[src/rtl/prog_loader_pkg.sv]
// prog_loader_pkg: shared sizes, header magic, NOP word and loader FSM state encodings
package prog_loader_pkg;
  localparam int AW = 4;
  localparam int DW = 8;
  localparam int DEPTH = 16;
  localparam logic [3:0] MAGIC = 4'hA;
  localparam logic [7:0] NOP_INSTR = 8'h00;
  localparam logic [2:0] IDLE = 3'd0;
  localparam logic [2:0] HDR = 3'd1;
  localparam logic [2:0] LOAD = 3'd2;
  localparam logic [2:0] CHK = 3'd3;
  localparam logic [2:0] READY = 3'd4;
  localparam logic [2:0] ERR = 3'd5;
endpackage

[src/rtl/prog_ram.sv]
// prog_ram: DEPTH x DW program store, synchronous write, asynchronous read
module prog_ram #(
  parameter int DEPTH = 16,
  parameter int AW = 4,
  parameter int DW = 8
) (
  input  logic          clk,
  input  logic          we,
  input  logic [AW-1:0] waddr,
  input  logic [DW-1:0] wdata,
  input  logic [AW-1:0] raddr,
  output logic [DW-1:0] rdata
);
  logic [DW-1:0] mem [DEPTH];
  // write port; contents are deliberately not reset
  always_ff @(posedge clk)
    if (we) mem[waddr] <= wdata;
  assign rdata = mem[raddr];
endmodule

[src/rtl/prog_loader.sv]
// prog_loader: host byte stream -> writable program store for the CPU (optional trailing checksum: PROG_LOADER_CHECKSUM_EN)
module prog_loader #(
  parameter int DEPTH = prog_loader_pkg::DEPTH,
  parameter int AW = prog_loader_pkg::AW,
  parameter int DW = prog_loader_pkg::DW,
  parameter logic [3:0] MAGIC = prog_loader_pkg::MAGIC
) (
  input  logic          clk,
  input  logic          rst_n,
  input  logic          load_req,
  input  logic          byte_valid,
  input  logic [7:0]    byte_data,
  output logic          byte_ready,
  input  logic [AW-1:0] fetch_addr,
  output logic [DW-1:0] fetch_instr,
  output logic [AW-1:0] prog_last,
  output logic          prog_ready,
  output logic          busy,
  output logic          err
);
  import prog_loader_pkg::*;
  logic [2:0] state_q, state_d;
  logic [AW-1:0] wptr_q, wptr_d, last_q, last_d;
  logic [DW-1:0] rdata;
  logic acc, hdr_ok, at_last;
`ifdef PROG_LOADER_CHECKSUM_EN
  logic [7:0] csum_q, csum_d;
  localparam logic [2:0] AFTER_LOAD = CHK;
`else
  localparam logic [2:0] AFTER_LOAD = READY;
`endif
  assign busy = state_q == HDR || state_q == LOAD || state_q == CHK;
  assign prog_ready = state_q == READY;
  assign err = state_q == ERR;
  assign prog_last = last_q;
  assign byte_ready = busy && !load_req;
  assign acc = byte_valid && byte_ready;
  assign hdr_ok = byte_data[7:4] == MAGIC;
  assign at_last = wptr_q == last_q;
  assign fetch_instr = (prog_ready && fetch_addr <= last_q) ? rdata : NOP_INSTR;
  // next-state: load_req restarts from anywhere, otherwise advance on each accepted byte
  always_comb begin
    state_d = state_q;
    wptr_d = wptr_q;
    last_d = last_q;
`ifdef PROG_LOADER_CHECKSUM_EN
    csum_d = csum_q;
`endif
    if (load_req) begin
      state_d = HDR;
      wptr_d = '0;
`ifdef PROG_LOADER_CHECKSUM_EN
      csum_d = '0;
`endif
    end else if (acc) begin
      case (state_q)
        HDR: begin
          state_d = hdr_ok ? LOAD : ERR;
          last_d = hdr_ok ? byte_data[AW-1:0] : last_q;
          wptr_d = '0;
        end
        LOAD: begin
          state_d = at_last ? AFTER_LOAD : LOAD;
          wptr_d = at_last ? wptr_q : wptr_q + 1'b1;
`ifdef PROG_LOADER_CHECKSUM_EN
          csum_d = csum_q ^ byte_data;
`endif
        end
`ifdef PROG_LOADER_CHECKSUM_EN
        CHK: state_d = (byte_data == csum_q) ? READY : ERR;
`endif
        default: state_d = state_q;
      endcase
    end
  end
  // state registers with asynchronous active-low reset
  always_ff @(posedge clk or negedge rst_n)
    if (!rst_n) begin
      state_q <= IDLE;
      wptr_q <= '0;
      last_q <= '0;
`ifdef PROG_LOADER_CHECKSUM_EN
      csum_q <= '0;
`endif
    end else begin
      state_q <= state_d;
      wptr_q <= wptr_d;
      last_q <= last_d;
`ifdef PROG_LOADER_CHECKSUM_EN
      csum_q <= csum_d;
`endif
    end
  prog_ram #(.DEPTH(DEPTH), .AW(AW), .DW(DW)) u_ram (
    .clk(clk),
    .we(acc && state_q == LOAD),
    .waddr(wptr_q),
    .wdata(byte_data[DW-1:0]),
    .raddr(fetch_addr),
    .rdata(rdata)
  );
endmodule

[config.mk]
export PLATFORM = sky130hd
export DESIGN_NAME = prog_loader
export DESIGN_NICKNAME = d
export VERILOG_FILES = /design/src/rtl/prog_loader_pkg.sv /design/src/rtl/prog_ram.sv /design/src/rtl/prog_loader.sv
export SDC_FILE = /design/constraint.sdc
export NUM_CORES = 1
export LEC_CHECK = 0
export BUFFER_PORTS_ARGS = -buffer_cell sky130_fd_sc_hd__buf_2
export CAP_MARGIN = 0
export CORE_ASPECT_RATIO = 0.5
export CORE_MARGIN = 5
export CORE_UTILIZATION = 60
export DETAILED_ROUTE_END_ITERATION = 10
export PLACE_DENSITY = 0.77
export SETUP_SLACK_MARGIN = 0.15
export SLEW_MARGIN = 20
export SYNTH_ARGS = -nofsm -noshare
export SYNTH_HDL_FRONTEND = slang
export SYNTH_SLANG_ARGS = --single-unit
[constraint.sdc]
create_clock -name clk -period 2.5 [get_ports clk]
set_input_delay 0.125 -clock clk [delete_from_list [all_inputs] [get_ports clk]]
set_output_delay 0.125 -clock clk [all_outputs]
set_load 0.005 [all_outputs]
# --- Word-level counts from Yosys, hierarchy flattened ---
# Memories as Yosys holds them, arrays and structs flattened.
# Index checks and enable logic that the tools add are counted.
# W data, S select, Z words.
word_totals:
  ff_bits: 11
  ram_bits: 128
  in_bits: 16
  out_inout_bits: 16
  elab_cells: 39
  n_memories: 1
mem_list:
  columns: ["memory", "words", "width", "read_ports", "rd_clocked_by_memory_dff", "wr", "line_no", "text"]
  rows:
  - ["u_ram.mem", 16, 8, 1, 0, 1, "prog_ram.sv:14", "logic [DW-1:0] mem [DEPTH];"]
op_classes:
  addsub: 1
  magnitude_cmp: 1
  eq_ne: 8
  mux: 12
  bitwise_logic: 1
  reduce_logical: 12
ops:
  columns: ["op", "count"]
  rows:
  - ["$mux W3", 4]
  - ["$mux W4", 3]
  - ["$mux W8", 1]
  - ["$pmux W4 S2", 1]
  - ["$eq A3 B2 Y1 const B", 2]
  - ["$eq A3 B3 Y1 const B", 2]
  - ["$pmux W3 S2", 1]
  - ["$add A4 B1 Y4 const B", 1]
  - ["$eq A4 B4 Y1", 1]
  - ["$eq A4 B4 Y1 const B", 1]
  - ["$le A4 B4 Y1", 1]
  - ["$logic_and A1 B1 Y1", 4]
  - ["$reduce_and A4 Y1", 1]
  - ["$eq A3 B1 Y1 const B", 1]
  - ["$ne A3 B3 Y1 const B", 1]
  - ["$reduce_and A3 Y1", 1]
  - ["$reduce_bool A3 Y1", 1]
  - ["$logic_or A1 B1 Y1", 2]
  - ["$mux W1", 2]
  - ["$reduce_and A2 Y1", 1]
  - ["$reduce_bool A2 Y1", 1]
  - ["$logic_not A1 Y1", 1]
  - ["$not A1 Y1", 1]

# --- Longest topological paths before layout ---
depth:
  word_depth: 8
  mapped_depth: 8
  ltp_nobuf: 6

# --- Cells and area by module ---
# From an unflattened synthesis, not the netlist that was laid out.
hier_totals:
  cells_unflattened: 313
  hier_area_um2: 5808.1
modules_own_cells:
  columns: ["module", "n_inst", "cells_per_inst", "area_each_um2", "seq_area_each_um2"]
  rows:
  - ["prog_ram", 1, 221, 4987.3, 3843.7]
  - ["prog_loader", 1, 92, 820.8, 275.3]

# --- Least setup slack after synthesis ---
# Ideal clock, no wire load.
synth_timing:
  kind: "reg-to-reg"
  startpoint: "reg state_q[2]"
  endpoint: "mem u_ram.mem[0][0] (enable)"
  setup_time_ns: 0.383
  t_arrival_ns: 1.681
  required_ns: 2.117
  path_slack_ns: 0.435
  stages_incl_launch_ff: 6
  n_path_buf: 1
  period_less_slack_ns: 2.065
  path_cell_list: "dfrtp_1 > nor3b_4 > and2_1 > buf_2 > nand2_1 > nor3_1"
synth_via:
  elab_chain_len: 8
  elab_cells_between_ends: 10
  cone_classes: "eq/ne (3); mux (2); reduce/logical (5)"
synth_rtl:
  columns: ["element", "line_no", "text"]
  rows:
  - ["from (decl)", "prog_loader.sv:22", "logic [2:0] state_q, state_d;"]
  - ["from (signal assigned)", "prog_loader.sv:86", "state_q <= state_d;"]
  - ["$eq A3 B1 Y1 / $eq A3 B2 Y1 (equally long branches)", "prog_loader.sv:32, prog_loader.sv:95", null]
  - ["$logic_or A1 B1 Y1 (2 in series)", "prog_loader.sv:32", "assign busy = state_q == HDR || state_q == LOAD || state_q == CHK;"]
  - ["$logic_and A1 B1 Y1", "prog_loader.sv:36", "assign byte_ready = busy && !load_req;"]
  - ["$logic_and A1 B1 Y1", "prog_loader.sv:37", "assign acc = byte_valid && byte_ready;"]
  - ["$logic_and A1 B1 Y1 *", "prog_loader.sv:95", ".we(acc && state_q == LOAD),"]
  - ["$mux W1 *", "prog_ram.sv:17", "if (we) mem[waddr] <= wdata;"]
  - ["$mux W1 (not written as such) *", "prog_ram.sv:17", null]
  - ["to (decl)", "prog_ram.sv:14", null]
# Mark *: on every way between the ends. The rest lies on a longest branch, timed or not.

# --- Final worst setup path ---
layout_timing:
  startpoint: "mem u_ram.mem[1][2]"
  endpoint: "out fetch_instr[2]"
layout_via:
  elab_chain_len: 2
layout_rtl:
  columns: ["element", "line_no", "text"]
  rows:
  - ["$mem_v2 Z16 W8", null, null]
  - ["$mux W8", "prog_loader.sv:40", "assign fetch_instr = (prog_ready && fetch_addr <= last_q) ? rdata : NOP_INSTR;"]
  - ["to (decl)", "prog_loader.sv:15", "output logic [DW-1:0] fetch_instr,"]
# No other way between the ends.

==> flow_summary.yaml <==
layout:
  fillers: 521
  mostFrequentLayoutCells: "edfxtp_1, buf_2, buf_4, mux4_1, clkbuf_16"
  num_antenna_cells: 0
  final_area_um2: 7000
  drive_gt1_frac: 0.303
  area_growth_pct: 19.6
  final_common_cell: "edfxtp_1"
  final_nets: 394
synthesis:
  yosysWarnings: 0
  ys_types: 41
  synth_compound_area_frac: 0.0378
  synth_area_per_cell_um2: 19.1
  ys_seq_elements: 139
  synth-edff-count: 128
  synth_xor_area_frac: 0.00599
  synth_top_family_by_area: "multiplexers"
  ys.flop_type: "edfxtp_1"
  synth.area.mux_share: 0.159
  async_flop_share: 0.0791
  synth_seq_area_share: 0.704
  syn-cell-area_um2: 5850
  synth_fa_ha_area_frac: 0.0171
  synth_cells: 307
  syn_nets: 331
  synth-simple-area-share: 0.0560
clock_tree:
  clock_sinks: 139
  insertion_delay_ns: 0.42
  cts_made_buffers: 17
  path_clk_slew_ns: 0.06
  clk_path_buf_depth: 2
  htreeDepth: 4
  cts_root_buf: "clkbuf_16"
  tritoncts: "yes"
power_and_ir_drop:
  intPower_uw: 4270
  leakagePower_uw: 0.00244
  comb_power_share: 0.063
  p_sw_frac: 0.216
  powerDensity_nw_per_um2: 777
  vdd_drop_max_v: 0.000560
  pwr-share-clk: 0.465
  seq_power_share: 0.472
  p_sw_uw: 1180
critical_path:
  ff2ff_path_depth: 5
  cpPeakStageDelay_ns: 0.49
  cpMaxStageDelayCell: "a211oi_1"
  worstPathCellList: "mux4_2 -> nor2b_1 -> a211oi_1 -> a211oi_4 -> buf_2"
  worstReg2RegEnd: "u_ram.mem[2][4]$_DFFE_PP_"
  rr_startpoint: "state_q[2]$_DFFE_PN0P_"
  critPathMaxFanout: 1
  path_buf_inv: 1
  arrival_ns: 2.21
  endpoint_kind: "output port"
  critPathTopFamily: "compound AO/OA/AOI/OAI gates"
  required_ns: 2.38
  setup.worst_path.class: "flop to output port"
  rrSetupSlack_ns: 0.60
  worstSetupStartpointType: "flop"
timing:
  max_slew_margin: 0.548
  finClkSkew_ns: 0.00817
  worst_pin_slew_ns: 0.668
  drv_slew: 0
  final.min_clock_period_ns: 2.34
  setup_tns_ns: 0
  setup_slack_ns: 0.162
  max_freq_mhz: 428
  hold_viol: 0
  setup-violations-final: 0
  rsz0062_at_grt: "true"
  layout_worst_path_cycle_share: 0.935
min_path:
  hold_class: "input port to asynchronous set/reset pin"
placement:
  dp_slack_ns: 0.203
  globalplace.congestion: 0.871
  port-buffer-count: 31
  dpl.hpwl_mm: 7.81
  dpl-instance-area_um2: 6260
routing:
  wl_mm: 12.9
  drc: 0
  vias: 3273
  drtIter0Drc: 402
  drt_pass1_iterations: 5
  wire_per_inst_um: 24.8
  antenna_left: 0
  post_drt_via_cell_ratio: 6.32
floorplan:
  initial_core_util: 0.617
  dieWidth_um: 150
  coreArea_um2: 9480
  die_h_um: 79.8
  rows: 25
  io_pins: 32
  die-area_um2: 11900
run_status:
  status: "complete, no violations"
global_route:
  grt_max_degree: 33
  grt.overflow.total: 0
  grt_pass1_vias: 3336
  grt_pass1_wl_mm: 20.0
  antenna_found_initial: 0
  grt_usage: 0.237
run:
  drv_cap: 0
==> state kept, by name (all words and copies together), names as in the netlist <==
name	flops
wptr_q	4
state_q	3
prog_last	4
u_ram.mem	128
==> metrics by stage <==
stage | hold WS [ns] | util | std cells | total power [uW]
6_report | 0.105 | 0.738 | 518 | 5440
5_1_grt | 0.120 | 0.738 | 518 | 5610
4_1_cts | 0.0905 | 0.736 | 518 | 5450
3_5_place_dp | 0.00877 | 0.660 | 481 | 2910
3_3_place_gp | -0.00272 | 0.660 | 481 | 2890
2_1_floorplan | -0.171 | - | 307 | 2790
==> power groups by stage <==
stage               combinational [uW]  sequential (uW)  clock, uW
floorplan                          173             2620          0
global placement                   273             2620          0
detailed placement                 284             2620          0
CTS                                335             2570       2550
global route                       372             2570       2670
finish                             341             2570       2530
==> worst max path at each step <==
stage	start	endpoint	slack, ns	cells after the start
2_1_floorplan	state_q[2]$_DFFE_PN0P_	u_ram.mem[0][0]$_DFFE_PP_	0.44	5
3_3_place_gp	fetch_addr[1]	fetch_instr[2]	0.27	7
3_5_place_dp	fetch_addr[1]	fetch_instr[2]	0.20	7
4_1_cts	prog_last[2]$_DFFE_PN0P_	fetch_instr[2]	0.18	7
5_1_grt	u_ram.mem[5][2]$_DFFE_PP_	fetch_instr[2]	0.1	5
6_report	u_ram.mem[1][2]$_DFFE_PP_	fetch_instr[2]	0.16	5
==> kinds of logic after synthesis <==
| logic type | after synthesis |
|---|---|
| XOR/XNOR | 4 |
| multiplexers | 45 |
| AO/OA/AOI/OAI | 31 |
| AND/OR/NAND/NOR | 59 |
| buffers and inverters | 21 |
| adder cells (fa/ha/maj) | 8 |
| flip-flops | 139 |
==> cell usage after synthesis, types with 2 or more instances <==
cell      count  area share
a21oi_1       5      0.0043
a21o_1        2      0.0026
edfxtp_1    128        0.66
mux4_2       13       0.050
nor2b_1      10       0.011
nor2_1       16       0.010
mux2_1        5      0.0096
buf_2         7      0.0060
nor3_1        8      0.0068
inv_1         6      0.0038
nand2b_1      2      0.0021
nand3_1       4      0.0034
ha_1          8       0.017
mux4_1       19       0.085
clkbuf_1      2      0.0013
nand2_1       7      0.0045
xnor2_1       4      0.0060
and2_1        2      0.0021
buf_4         2      0.0026
dfrtp_1      11       0.047
o21ai_1       2      0.0017
a211oi_1     16       0.021
and4_1        2      0.0030
nor3b_1       2      0.0026
mux2i_1       8       0.014
==> per-layer routing <==
metal  GRT usage  part of all wire
met2       0.366              0.47
met3      0.0675             0.096
met4       0.101             0.021
met5           0                 0
met1       0.322              0.41
==> layout make-up <==
cell class              instances  area, um^2  share of cell area
flip-flops and latches        139        4120               0.588
multi-input cells             147        1710               0.244
clock buffers                  17         425              0.0608
repair buffers                 58         375              0.0536
clock inverters                15         175              0.0250
well taps                     135         169              0.0241
inverters                       7        26.3             0.00375
==> repair_timing <==
item	4_1_cts	5_1_grt
hold buffers	2	0
resized for setup	10	6
buffers inserted	3	0
endpoints found under the hold margin	14	0
setup endpoints to repair	8	8
pin swaps	3	4
Power figures use the tool's default switching activity.
